--- config.mk ---
export PLATFORM = sky130hd
export DESIGN_NAME = axi_grant_scheduler
export DESIGN_NICKNAME = d
export VERILOG_FILES = /design/src/rtl/axi_grant_scheduler.sv
export SDC_FILE = /design/constraint.sdc
export NUM_CORES = 1
export LEC_CHECK = 0
export BUFFER_PORTS_ARGS = -buffer_cell sky130_fd_sc_hd__buf_2
export CORE_MARGIN = 10
export CORE_UTILIZATION = 46
export CTS_BUF_LIST = sky130_fd_sc_hd__clkbuf_4 sky130_fd_sc_hd__clkbuf_8 sky130_fd_sc_hd__clkbuf_16
export CTS_CLUSTER_DIAMETER = 100
export CTS_CLUSTER_SIZE = 28
export DETAILED_ROUTE_END_ITERATION = 16
export PLACE_DENSITY = 0.7
export SLEW_MARGIN = 15
export SYNTH_ARGS = -nofsm -noshare
export SYNTH_HDL_FRONTEND = slang
export SYNTH_SLANG_ARGS = --single-unit
--- constraint.sdc ---
create_clock -name clk -period 2.2 [get_ports clk]
set_input_delay 0.33 -clock clk [delete_from_list [all_inputs] [get_ports clk]]
set_output_delay 0.33 -clock clk [all_outputs]
set_load 0.01 [all_outputs]
--- src/rtl/axi_grant_scheduler.sv ---
// Arbitrates the shared AXI master port between the I$ and D$ and tracks one
// address/data/response transaction per grant, flagging illegal handshakes.
module axi_grant_scheduler #(
    parameter int unsigned GRANT_TIMEOUT = 16
) (
    input  logic clk,
    input  logic rst_n,
    input  logic req_i,
    input  logic req_d,
    input  logic m_awvalid,
    input  logic m_awready,
    input  logic m_wvalid,
    input  logic m_wready,
    input  logic m_wlast,
    input  logic m_bvalid,
    input  logic m_bready,
    input  logic m_arvalid,
    input  logic m_arready,
    input  logic m_rvalid,
    input  logic m_rready,
    input  logic m_rlast,
    output logic gnt_i,
    output logic gnt_d,
    output logic busy,
    output logic protocol_err
);

    localparam int unsigned CNT_W = 8;
    localparam logic [CNT_W-1:0] CNT_LAST = CNT_W'(GRANT_TIMEOUT - 1);

    typedef enum logic [2:0] {
        IDLE  = 3'd0,
        GRANT = 3'd1,
        RDATA = 3'd2,
        WDATA = 3'd3,
        WRESP = 3'd4
    } state_t;

    typedef enum logic {
        SRC_I = 1'b0,
        SRC_D = 1'b1
    } src_t;

    state_t           state;
    state_t           state_nxt;
    src_t             last_served;
    src_t             last_served_nxt;
    logic [CNT_W-1:0] wait_cnt;
    logic [CNT_W-1:0] wait_cnt_nxt;
    logic             aw_done;
    logic             aw_done_nxt;
    logic             w_done;
    logic             w_done_nxt;
    logic             gnt_i_nxt;
    logic             gnt_d_nxt;
    logic             err_nxt;
    logic             release_grant;

    logic aw_hs;
    logic w_hs;
    logic b_hs;
    logic ar_hs;
    logic r_hs;
    logic held_req;

    assign aw_hs    = m_awvalid & m_awready;
    assign w_hs     = m_wvalid  & m_wready;
    assign b_hs     = m_bvalid  & m_bready;
    assign ar_hs    = m_arvalid & m_arready;
    assign r_hs     = m_rvalid  & m_rready;
    assign held_req = gnt_i ? req_i : req_d;

    // Next-state and next-output logic; outputs follow the next state so they are registered.
    always_comb begin
        state_nxt       = state;
        last_served_nxt = last_served;
        wait_cnt_nxt    = wait_cnt;
        aw_done_nxt     = aw_done;
        w_done_nxt      = w_done;
        gnt_i_nxt       = gnt_i;
        gnt_d_nxt       = gnt_d;
        err_nxt         = protocol_err;
        release_grant   = 1'b0;

        case (state)
            IDLE: begin
                if (r_hs || b_hs) begin
                    err_nxt = 1'b1;
                end
                if (req_i && (!req_d || last_served == SRC_D)) begin
                    state_nxt       = GRANT;
                    gnt_i_nxt       = 1'b1;
                    last_served_nxt = SRC_I;
                    wait_cnt_nxt    = '0;
                end else if (req_d) begin
                    state_nxt       = GRANT;
                    gnt_d_nxt       = 1'b1;
                    last_served_nxt = SRC_D;
                    wait_cnt_nxt    = '0;
                end
            end

            GRANT: begin
                if (r_hs || b_hs) begin
                    err_nxt = 1'b1;
                end
                if (w_hs && m_wlast) begin
                    w_done_nxt = 1'b1;
                end
                // A simultaneous AR/AW is resolved towards the write path.
                if (aw_hs) begin
                    state_nxt   = WDATA;
                    aw_done_nxt = 1'b1;
                    if (ar_hs) begin
                        err_nxt = 1'b1;
                    end
                end else if (ar_hs) begin
                    state_nxt = RDATA;
                end else if (!held_req || wait_cnt == CNT_LAST) begin
                    release_grant = 1'b1;
                end else begin
                    wait_cnt_nxt = wait_cnt + CNT_W'(1);
                end
            end

            RDATA: begin
                if (r_hs && m_rlast) begin
                    release_grant = 1'b1;
                end
            end

            WDATA: begin
                if (w_hs && m_wlast) begin
                    w_done_nxt = 1'b1;
                end
                if (aw_done && (w_done || (w_hs && m_wlast))) begin
                    state_nxt = WRESP;
                end
            end

            WRESP: begin
                if (w_hs) begin
                    err_nxt = 1'b1;
                end
                if (b_hs) begin
                    release_grant = 1'b1;
                end
            end

            default: begin
                release_grant = 1'b1;
            end
        endcase

        if (release_grant) begin
            state_nxt   = IDLE;
            gnt_i_nxt   = 1'b0;
            gnt_d_nxt   = 1'b0;
            aw_done_nxt = 1'b0;
            w_done_nxt  = 1'b0;
        end
    end

    // State and output registers with synchronous reset.
    always_ff @(posedge clk) begin
        if (!rst_n) begin
            state        <= IDLE;
            last_served  <= SRC_D;
            wait_cnt     <= '0;
            aw_done      <= 1'b0;
            w_done       <= 1'b0;
            gnt_i        <= 1'b0;
            gnt_d        <= 1'b0;
            busy         <= 1'b0;
            protocol_err <= 1'b0;
        end else begin
            state        <= state_nxt;
            last_served  <= last_served_nxt;
            wait_cnt     <= wait_cnt_nxt;
            aw_done      <= aw_done_nxt;
            w_done       <= w_done_nxt;
            gnt_i        <= gnt_i_nxt;
            gnt_d        <= gnt_d_nxt;
            busy         <= (state_nxt != IDLE);
            protocol_err <= err_nxt;
        end
    end

endmodule
==> results.cfg <==
[hold_path]
min_from = rst_n
min_path_type = input port to flip-flop
holdPathStages = 2
min_to = last_served

[logic_synthesis]
synth-seq-cells = 18
ys_seq_area_share_pct = 36.8
yosysWarnings = 0
synth_edf_count = 0
yosysTopAreaCellShare_pct = 36.8
synth.avg_cell_area_sq_um = 9.06
synth_area_leaders = dfxtp_1 (37%), a21oi_1 (6.6%), nand2_1 (4.2%), mux2i_1 (3.1%), nor2_1 (3.1%)
synth.distinct_cells = 41
synth_area_sq_um = 978
syn_inst = 108
yosysTopAreaCell = dfxtp_1
async_reset_ff_share_pct = 0
ys.flop_type = dfxtp_1
synthesis.nets = 125

[sta]
grt_setup_unrepaired = no
final.period_utilization_pct = 79.0
fmax_mhz = 576
fin_crit_ps = 1740
tightest_slew_ps = 426
finalHoldViolations = 0
maxSlewViolCount = 0
slew_headroom_pct = 71.4
skew_ps = 1.83
finalSetupViolations = 0
tns_ps = 0

[cts]
cts_setup_buffers = 0
cts_tree = yes
cts_htree_levels = 1
cts.sinks = 18
hold_buffers = 0
clk_pin_slew_ps = 100
insertion_delay_ps = 290
root_buffer = clkbuf_4
cts_resized = 0
clk_path_buf_depth = 2
cts_buffers = 3

[floorplan]
ios = 20
dieWidth_microns = 66.1
start_util_pct = 48.9
fp.dieH_microns = 66.1
dieArea_sq_um = 4370
core.rowCount = 16
coreArea_sq_um = 2000

[worst_setup_path]
crit_path_end_kind = flip-flop
critPathMaxFanout = 5
rrSetupSlack_ps = 460
crit_start = wait_cnt[0]
start_kind = flip-flop
required_ps = 2430
worst_r2r_endpoint = wait_cnt[3]
worstPathArrival_ps = 1960
r2r_cells = 5
reg2reg_from = wait_cnt[0]
crit_type = flip-flop to flip-flop

[finish]
antennaDiodeCount = 0
most-common-layout-cells = buf_2 (19), dfxtp_1 (18), a21oi_1 (13)
final_common_cell = buf_2
fillCellCount = 203
seqCellArea_sq_um = 360
fin_nets = 149
syn2layout_area_growth_pct = 17.5
stdcell_area_sq_um = 1150
drive_above_1_share_pct = 25.2
multi_input_area_sq_um = 602

[detailed_routing]
drt_first_pass_iters = 4
wl_per_cell_microns = 14.4
drt_iter0_markers = 44
vias = 935
routed_wl_mm = 2.27
drc = 0
final_antenna_net_count = 0
vias_per_cell = 5.92

[pwr]
power_density_nw_per_um2 = 653
finalPower_w = 0.000750
peakVddDrop_uv = 446
cellLeakagePower_nw = 0.486

[run_status]
status = completed

[global_routing]
grt_first_pass_wirelength_mm = 3.97
grt-ovfl-total = 0
grt_pass1_vias = 913
grt_use_total_pct = 11.2
antenna_found_initial = 0
grt_max_degree = 12

[placed_design]
port_buffers = 19
dpl.hpwl_mm = 1.80
dpl_cell_area_sq_um = 1110
place.gp.congestion = 0.834

[job]
maxCapViolCount = 0
==> where the power goes <==
| group | internal [W] | switching, W |
|---|---|---|
| combinational | 0.0000775 | 0.000102 |
| clock | 0.000101 | 0.000104 |
| sequential | 0.000348 | 0.0000187 |
| total | 0.000527 | 0.000224 |
==> synth_stat cells (2+ instances only) <==
| master | n |
|---|---|
| a21oi_1 | 13 |
| and3_1 | 4 |
| o31ai_1 | 3 |
| nand3_1 | 4 |
| nand2b_1 | 3 |
| or4_1 | 3 |
| dfxtp_1 | 18 |
| nand2_1 | 11 |
| a22oi_1 | 2 |
| mux2i_1 | 3 |
| nand4_1 | 3 |
| nor2_1 | 8 |
| o311ai_0 | 2 |
| inv_1 | 2 |
| a31oi_1 | 2 |
| o21ai_1 | 2 |
==> kinds of logic after synthesis <==
family                   count (synthesis)  share of synthesized area (%)
AO/OA/AOI/OAI                           38                           31.7
adder cells (fa/ha/maj)                  1                           1.28
flip-flops                              18                           36.8
buffers and inverters                    4                           1.66
multiplexers                             3                           3.07
AND/OR/NAND/NOR                         44                           25.4
==> per-layer routing <==
layer | up-vias | GRT usage, % | part of all wire [%]
met4 | 0 | 3.14 | 0.84
li1 | 470 | - | -
met3 | 2 | 4.75 | 8.0
met1 | 441 | 13.2 | 46
met5 | - | 0 | 0
met2 | 22 | 18.1 | 45
==> per-stage QoR <==
step / instances / hold WS, ps / util, % / worst slack, ps
floorplan: 108 / 410 / - / 621
global placement: 154 / 439 / 55.6 / 507
detailed placement: 154 / 454 / 55.6 / 488
CTS: 158 / 287 / 57.4 / 450
global route: 158 / 299 / 57.4 / 359
finish: 158 / 293 / 57.4 / 463
==> worst max-delay path: stages, from the launching register on <==
cell,delay [ps]
dfxtp_1,360
ha_1,220
and3_1,250
a31oi_4,240
or4b_1,450
a21oi_1,160
==> worst max-delay path by stage <==
stage	endpoint	slack [ps]	cells past startpoint
after detailed placement	wait_cnt[3]	490	5
final	wait_cnt[3]	460	5
after global routing	wait_cnt[3]	360	5
after global placement	wait_cnt[3]	510	5
after CTS	wait_cnt[3]	450	5
after floorplan	wait_cnt[3]	620	5
==> state kept, by name, summed over array words and instances, names as in the netlist <==
register      cells
wait_cnt          8
state             3
aw_done           1
busy              1
gnt_d             1
gnt_i             1
last_served       1
protocol_err      1
w_done            1
==> final cells by class <==
cell class              instances  share of cell area, %
multi-input cells              86                   52.3
clock buffers                   4                   3.16
flip-flops and latches         18                   31.3
well taps                      27                   2.94
inverters                       2                  0.653
repair buffers                 21                   9.58
(Power assumes the default switching activity.)
